[config.mk]
export PLATFORM = sky130hd
export DESIGN_NAME = mac_array_ctrl
export DESIGN_NICKNAME = d
export VERILOG_FILES = /design/src/rtl/mac_ctrl_pkg.sv /design/src/rtl/mac_ena_gen.sv /design/src/rtl/mac_array_ctrl.sv
export SDC_FILE = /design/constraint.sdc
export NUM_CORES = 1
export LEC_CHECK = 0
export BUFFER_PORTS_ARGS = -buffer_cell sky130_fd_sc_hd__clkbuf_2
export CORE_UTILIZATION = 55
export CTS_CLUSTER_DIAMETER = 120
export DETAILED_ROUTE_END_ITERATION = 16
export PLACE_DENSITY = 0.79
export SETUP_SLACK_MARGIN = 0.02
export SLEW_MARGIN = 40
export SYNTH_ARGS = -nofsm -noshare
export SYNTH_HDL_FRONTEND = slang
export SYNTH_SLANG_ARGS = --single-unit
[constraint.sdc]
create_clock -name clk -period 2.92 [get_ports clk]
set_clock_uncertainty 0.05 [all_clocks]
set_input_delay 0.292 -clock clk [delete_from_list [all_inputs] [get_ports clk]]
set_output_delay 0.292 -clock clk [all_outputs]
set_load 0.05 [all_outputs]
[src/rtl/mac_ctrl_pkg.sv]
// Shared types and sizing helpers for the MAC array sequencer.
package mac_ctrl_pkg;

  typedef enum logic [1:0] {
    IDLE  = 2'd0,
    CLEAR = 2'd1,
    FEED  = 2'd2,
    DRAIN = 2'd3
  } state_e;

  // Time counter must reach K_max + ROWS + COLS - 2 without wrapping.
  function automatic int unsigned ctr_width(input int unsigned k_width,
                                            input int unsigned rows,
                                            input int unsigned cols);
    return k_width + $clog2(rows + cols) + 1;
  endfunction

endpackage

[src/rtl/mac_ena_gen.sv]
// Skewed per-PE enable windows: PE(r,c) is active for K cycles starting at t = 1+r+c.
module mac_ena_gen
  import mac_ctrl_pkg::*;
#(
  parameter int unsigned ROWS    = 4,
  parameter int unsigned COLS    = 4,
  parameter int unsigned K_WIDTH = 8,
  parameter int unsigned T_WIDTH = ctr_width(K_WIDTH, ROWS, COLS)
) (
  input  logic [T_WIDTH-1:0]   i_t,
  input  logic [K_WIDTH-1:0]   i_k,
  input  logic                 i_in_feed,
  output logic [ROWS*COLS-1:0] o_mac_ena
);

  for (genvar r = 0; r < ROWS; r++) begin : g_row
    for (genvar c = 0; c < COLS; c++) begin : g_col
      localparam logic [T_WIDTH-1:0] LO = T_WIDTH'(1 + r + c);
      logic [T_WIDTH-1:0] w_hi;
      assign w_hi = LO + T_WIDTH'(i_k);
      assign o_mac_ena[r*COLS+c] = i_in_feed && (i_t >= LO) && (i_t < w_hi);
    end
  end

endmodule

[src/rtl/mac_array_ctrl.sv]
// Job sequencer for an output-stationary MAC array: clear, feed with skew, drain rows.
module mac_array_ctrl
  import mac_ctrl_pkg::*;
#(
  parameter  int unsigned ROWS    = 4,
  parameter  int unsigned COLS    = 4,
  parameter  int unsigned K_WIDTH = 8,
  localparam int unsigned RD_W    = (ROWS > 1) ? $clog2(ROWS) : 1
) (
  input  logic                 clk,
  input  logic                 reset,
  input  logic                 start,
  input  logic [K_WIDTH-1:0]   k_len,
  output logic                 busy,
  output logic                 mac_clear,
  output logic                 fetch_en,
  output logic [K_WIDTH-1:0]   fetch_k,
  output logic [ROWS*COLS-1:0] mac_ena,
  output logic                 rd_valid,
  input  logic                 rd_ready,
  output logic [RD_W-1:0]      rd_row,
  output logic                 done
);

  localparam int unsigned T_WIDTH = ctr_width(K_WIDTH, ROWS, COLS);

  state_e             r_state;
  logic [K_WIDTH-1:0] r_k;
  logic [T_WIDTH-1:0] r_t;
  logic               r_busy;
  logic               r_mac_clear;
  logic               r_fetch_en;
  logic [K_WIDTH-1:0] r_fetch_k;
  logic               r_rd_valid;
  logic [RD_W-1:0]    r_rd_row;
  logic               r_done;

  logic [T_WIDTH-1:0] w_t_inc;
  logic [T_WIDTH-1:0] w_k_ext;
  logic [T_WIDTH-1:0] w_t_last;
  logic               w_rd_last;
  logic               w_in_feed;

  assign w_t_inc   = r_t + T_WIDTH'(1);
  assign w_k_ext   = T_WIDTH'(r_k);
  // Last enable of the far-corner PE; FEED ends after this cycle.
  assign w_t_last  = w_k_ext + T_WIDTH'(ROWS + COLS - 2);
  assign w_rd_last = (r_rd_row == RD_W'(ROWS - 1));
  assign w_in_feed = (r_state == FEED);

  always_ff @(posedge clk) begin
    if (reset) begin
      r_state     <= IDLE;
      r_k         <= '0;
      r_t         <= '0;
      r_busy      <= 1'b0;
      r_mac_clear <= 1'b0;
      r_fetch_en  <= 1'b0;
      r_fetch_k   <= '0;
      r_rd_valid  <= 1'b0;
      r_rd_row    <= '0;
      r_done      <= 1'b0;
    end else begin
      r_mac_clear <= 1'b0;
      r_done      <= 1'b0;
      case (r_state)
        IDLE: begin
          if (start) begin
            r_k         <= k_len;
            r_state     <= CLEAR;
            r_busy      <= 1'b1;
            r_mac_clear <= 1'b1;
          end
        end
        CLEAR: begin
          r_t <= '0;
          if (r_k != '0) begin
            r_state    <= FEED;
            r_fetch_en <= 1'b1;
            r_fetch_k  <= '0;
          end else begin
            r_state    <= DRAIN;
            r_rd_valid <= 1'b1;
            r_rd_row   <= '0;
          end
        end
        FEED: begin
          if (r_t == w_t_last) begin
            r_state    <= DRAIN;
            r_t        <= '0;
            r_fetch_en <= 1'b0;
            r_fetch_k  <= '0;
            r_rd_valid <= 1'b1;
            r_rd_row   <= '0;
          end else begin
            r_t <= w_t_inc;
            if (w_t_inc < w_k_ext) begin
              r_fetch_en <= 1'b1;
              r_fetch_k  <= K_WIDTH'(w_t_inc);
            end else begin
              r_fetch_en <= 1'b0;
              r_fetch_k  <= '0;
            end
          end
        end
        DRAIN: begin
          if (rd_ready) begin
            if (w_rd_last) begin
              r_state    <= IDLE;
              r_rd_valid <= 1'b0;
              r_rd_row   <= '0;
              r_busy     <= 1'b0;
              r_done     <= 1'b1;
            end else begin
              r_rd_row <= r_rd_row + RD_W'(1);
            end
          end
        end
        default: r_state <= IDLE;
      endcase
    end
  end

  mac_ena_gen #(
    .ROWS    (ROWS),
    .COLS    (COLS),
    .K_WIDTH (K_WIDTH),
    .T_WIDTH (T_WIDTH)
  ) u_ena_gen (
    .i_t       (r_t),
    .i_k       (r_k),
    .i_in_feed (w_in_feed),
    .o_mac_ena (mac_ena)
  );

  assign busy      = r_busy;
  assign mac_clear = r_mac_clear;
  assign fetch_en  = r_fetch_en;
  assign fetch_k   = r_fetch_k;
  assign rd_valid  = r_rd_valid;
  assign rd_row    = r_rd_row;
  assign done      = r_done;

endmodule

Word level (Yosys, flattened, before mapping)
Index checks and enable logic that the tools add are counted.

$add $sub $neg: 9. Magnitude comparators: 15. Equal/unequal tests: 11. Mux-type cells: 30. Bitwise gates (word level): 3. Reduce and logical (&&, ||, !) cells: 27.

Operators by type and width (count): 12-bit less-than comparator (7); 12-bit by 3-bit >= comparator with 1-bit output (second input constant) (4); 3-bit by 8-bit adder with 9-bit output (first input constant) (4); 12-bit by 2-bit >= comparator with 1-bit output (second input constant) (2); 8-bit two-way mux (3); 12-bit one-hot mux with 2 select lines (1); 2-bit by 8-bit adder with 9-bit output (first input constant) (2); 2-bit two-way mux (8); 8-bit one-hot mux with 2 select lines (1); 1-bit logical AND (14); 12-bit by 1-bit adder with 12-bit output (second input constant) (1); 12-bit equality test (1); 12-bit by 1-bit >= comparator with 1-bit output (second input constant) (1); 12-bit by 8-bit less-than comparator with 1-bit output (1); 12-bit two-way mux (1); 2-bit != test (second input constant) (6); 4-bit AND reduction (3); 1-bit two-way mux (11); 1-bit by 8-bit adder with 9-bit output (first input constant) (1); 2-bit one-hot mux with 4 select lines (1); 8-bit nonzero test (1); 2-bit equality test (second input constant) (3); 2-bit one-hot mux with 3 select lines (1); 5-bit AND reduction (1); 11 further kinds (16).

Register bits: 37. Logic and storage cells: 105.

Longest topological paths before layout
Depth in word-level cells: 5. Mapped depth: 14.

Hierarchy
A second synthesis with hierarchy kept.

Cells, all modules: 555. Area, all modules: 4266.6 um^2.

Modules (own cells, without submodules): mac_array_ctrl (instances 1, cells each 289, area each 2268.4 um^2, seq. area each 740.7 um^2); mac_ena_gen (instances 1, cells each 266, area each 1998.2 um^2, seq. area each 0.0 um^2).

Worst setup path before layout
No wires, ideal clock.

Kind: register to output. Start point: register r_k[5]. End point: output mac_ena[12]. Arrival time: 3.367 ns. Slack: -0.789 ns. Stages on the path, launching flop included: 11. Cells stage by stage: dfxtp_1 > buf_1 > nand4_1 > nor2_1 > xnor2_1 > ha_1 > a21oi_1 > nor3b_1 > or4_1 > a21oi_1 > buf_4.

Word-level cells in the longest chain between the ends: 3.

Ends and longest elaborated chain: from (decl) (RTL line mac_array_ctrl.sv:28) `logic [K_WIDTH-1:0] r_k;`; from (signal assigned) (RTL line mac_array_ctrl.sv:69) `r_k <= k_len;`; 3-bit by 8-bit adder with 9-bit output; 12-bit less-than comparator; 1-bit logical AND; to (decl) (RTL line mac_array_ctrl.sv:18) `output logic [ROWS*COLS-1:0] mac_ena,`.

Every way passes these cells.

Worst setup path in the final report
Start point: register r_k[3]. End point: output mac_ena[6].

Word-level cells in the longest chain between the ends: 3.

Ends and longest elaborated chain: 3-bit by 8-bit adder with 9-bit output (RTL line mac_ena_gen.sv:20) `assign w_hi = LO + T_WIDTH'(i_k);`; 12-bit less-than comparator (RTL line mac_ena_gen.sv:21) `assign o_mac_ena[r*COLS+c] = i_in_feed && (i_t >= LO) && (i_t < w_hi);`; 1-bit logical AND (RTL line mac_ena_gen.sv:21).

Every way passes these cells.

==> parameters.txt <==
Parameter                              Value

Run status
  Violations in the final reports    negative setup slack
  Status    finished, violations left

Worst setup path
  Worst EP required    2.58 ns
  Setup crit end kind    output pin
  Crit Path Category    reg -> out
  Register-to-register path setup slack    -0.07 ns
  Critical path arrival    2.81 ns
  Critical path startpoint category    register
  Largest fanout on the critical path    4

Global route
  Global-route wire length before repair    19670 um
  Number of antenna violations at the first check in global routing    1
  Pin count of the biggest net entering global routing    34
  Global Route Usage Sum    32.97%
  Via count of the first global-routing pass    4075
  Congestion Overflow GR    0

Power
  Fraction of power consumed by sequential logic    24.6%
  Fraction of power consumed by the clock network    14.2%
  P_sw    1.181 mW
  Logic pwr share    61.2%
  Fraction of power spent switching nets    46.18%
  Power Internal    1.376 mW
  Leakage dissipation    2.370 nW
  Cell Pwr Density    456.7 nW/um^2
  Total power after layout    2.557 mW
  Maximum resistive drop on vdd    842.2 uV

Yosys
  Count of flip-flops with a built-in enable after synthesis    0
  Async set-or-reset flop fraction in the synthesized netlist    0%
  Simple-gate portion of the synthesized area    23.12%
  Post-synthesis cell type count    58
  Area fraction of the dominant cell type after synthesis    25.83%
  Syn nets    599
  Flop and latch count out of synthesis    37
  Share of cell area taken by muxes after synthesis    0.4920%
  Adder and majority gate portion of the synthesized area    25.83%
  Compound-cell area share of the yosys netlist    16.42%
  Synth Cell Area    4069 um^2
  Combinational family with the most area after synthesis    adder cells
  XOR/XNOR Fraction of Synth Area    9.471%
  Portion of the post-synthesis area used by sequential elements    18.20%
  Dominant cells by area after synthesis    ha_1 (26%), dfxtp_1 (18%), xnor2_1 (8.6%)
  Post-Syn Instances    503
  Ys flop type    dfxtp_1
  Leading area contributor after synthesis    ha_1
  Mean instance size in the synthesized netlist    8.089 um^2
  Yosys warning count    0

Floorplanning
  Chip height    88.01 um
  Die area    7746 um^2
  Die span in x    88.01 um
  Rows    30
  Count of boundary I/O pins    43
  Effective utilization at floorplan    58.28%
  Core area    6982 um^2

Clock tree
  H-Tree Depth    2
  Clock-pin slew reported for the worst setup and hold paths after clock tree synthesis    0.07 ns
  TritonCTS Buffers    5
  # hold bufs at CTS    0
  Clock latency on the worst-skew pair    0.31 ns
  Clock sink total    37
  CTS Buffer Depth    2
  Root Driver    clkbuf_8
  CTS tree    yes

Placement
  Worst setup slack after placement    -0.07776 ns
  Global placement routability congestion    0.9512
  Detailed Place HPWL    8500 um
  Number of port buffers    42
  Placement-stage cell area    4713 um^2

Timing
  Setup violations, final    24
  Transition time of the tightest slew-check pin    0.7033 ns
  Worst slew margin    53.12%
  Hold violation total from the final report    0
  Achievable Freq    0.3172 GHz
  Tcrit/Tclk final    108.0%
  Worst-case hold slack    0.1489 ns
  Final setup margin    -0.2325 ns
  Slew Limit Fails    0
  Shortest period the worst path allows    3.152 ns
  Setup repair after global routing missed its margin    yes

Drt
  Number of nets with antenna violations after routing    0
  Per-cell routed wire length    21.48 um
  Per-cell via count in the routed design    6.504
  Sum of routed wire length over all layers    15080 um
  Total via count after detailed routing    4566
  Initial DRC Count    577
  Count of unresolved DRC violations after routing    0
  First-pass DRT Iterations    6

Cells and area
  Final cell utilization of the core    80.20%
  Number of nets at the end of the flow    701
  Commonest cells after routing, fill and taps aside    buf_4 (76), ha_1 (67), nand2_1 (48)
  Proportion of layout cells with a drive suffix above 1    36.96%
  Most frequent standard cell in the layout excluding fill and tap cells    buf_4
  Layout-stage area growth over the synthesis result    37.61%
  N_diodes    0
  Cell area after layout    5599 um^2

Worst hold path
  Class of the worst hold path    in -> reg

Job
  # Max-Cap Violations    0
## cells by family after synthesis
group,after synthesis
multiplexers,2
flip-flops,37
adder cells (fa/ha/maj),84
buffers and inverters,56
AND/OR/NAND/NOR,177
AO/OA/AOI/OAI,103
XOR/XNOR,44
## metal layers
metal / track usage, % / wire (um)
met1: 40.51 / 5549
met3: 6.880 / 1459
met5: 0 / 0
met4: 11.44 / 970
met2: 57.08 / 7097
## critical path, stage by stage, from the launching register on
cell and delay (ns):
dfxtp_4 0.40, buf_6 0.11, nand4_1 0.16, nor2_1 0.21, xnor2_1 0.19, ha_1 0.31, a21oi_2 0.14, nor3b_2 0.06
or4_4 0.49, a21oi_4 0.25, buf_8 0.19
## Yosys cell counts, types with 2 or more instances
master,number
inv_1,26
dfxtp_1,37
o21ai_0,14
nor2_1,39
o21ai_2,7
a22oi_1,2
and4b_1,2
o31a_1,5
clkbuf_1,13
nand2_1,49
xor2_1,4
o21bai_1,2
and2_1,4
buf_1,2
and4_4,2
or2b_1,2
ha_1,84
or2_2,2
a21oi_1,40
o21a_1,6
nor3b_1,6
or3_1,2
nand4_1,7
nor4_1,5
xnor2_1,40
nor3_1,5
a2111oi_0,2
a21o_1,7
nand2b_1,10
nor2b_1,9
nand4b_1,6
mux2i_1,2
nand3b_1,3
a211oi_1,7
nand3_1,14
buf_4,12
or4_4,2
a41oi_1,2
## worst paths after layout
path	cells past startpoint	to	startpoint
setup / recovery	10	mac_ena[6]	r_k[3]
hold / removal	3	r_k[5]	k_len[5]
setup reg to reg	10	fetch_k[0]	r_t[1]
hold reg to reg	2	fetch_k[4]	fetch_k[4]
## power by group through the flow
| stage | Sequential [mW] | Clock [mW] | Combinational [mW] |
|---|---|---|---|
| 2_1_floorplan | 0.694 | 0 | 0.816 |
| 3_3_place_gp | 0.621 | 0 | 1.19 |
| 3_5_place_dp | 0.625 | 0 | 1.23 |
| 4_1_cts | 0.617 | 0.358 | 1.32 |
| 5_1_grt | 0.633 | 0.386 | 1.66 |
| 6_report | 0.628 | 0.364 | 1.56 |
## through the flow
| step | instances | setup TNS (ns) |
|---|---|---|
| after floorplan | 503 | -0.8224 |
| after global placement | 665 | 0 |
| after detailed placement | 665 | -0.4660 |
| after CTS | 693 | -0.4606 |
| after global routing | 702 | -5.834 |
| final | 702 | -2.841 |
## area by class of cell
type | instances | area, um^2
inverters | 28 | 107.6
well taps | 96 | 120.1
clock inverters | 1 | 5.005
clock buffers | 7 | 76.32
fillers | 421 | 1383
multi-input cells | 410 | 3526
repair buffers | 123 | 1001
flip-flops and latches | 37 | 763.2
## registers in the layout, indices dropped and copies added, names as in the netlist
signal     flops
r_t           12
fetch_k        8
r_k            8
r_state        2
rd_row         2
busy           1
done           1
fetch_en       1
mac_clear      1
rd_valid       1
## what timing repair did
action | CTS | global route
resized for setup | 73 | 60
setup buffers | 20 | 9
pin swaps | 20 | 26
endpoints found under the setup margin | 23 | 31
endpoints found under the hold margin | 0 | 0
Note: power is estimated with default switching activity, not from simulation.
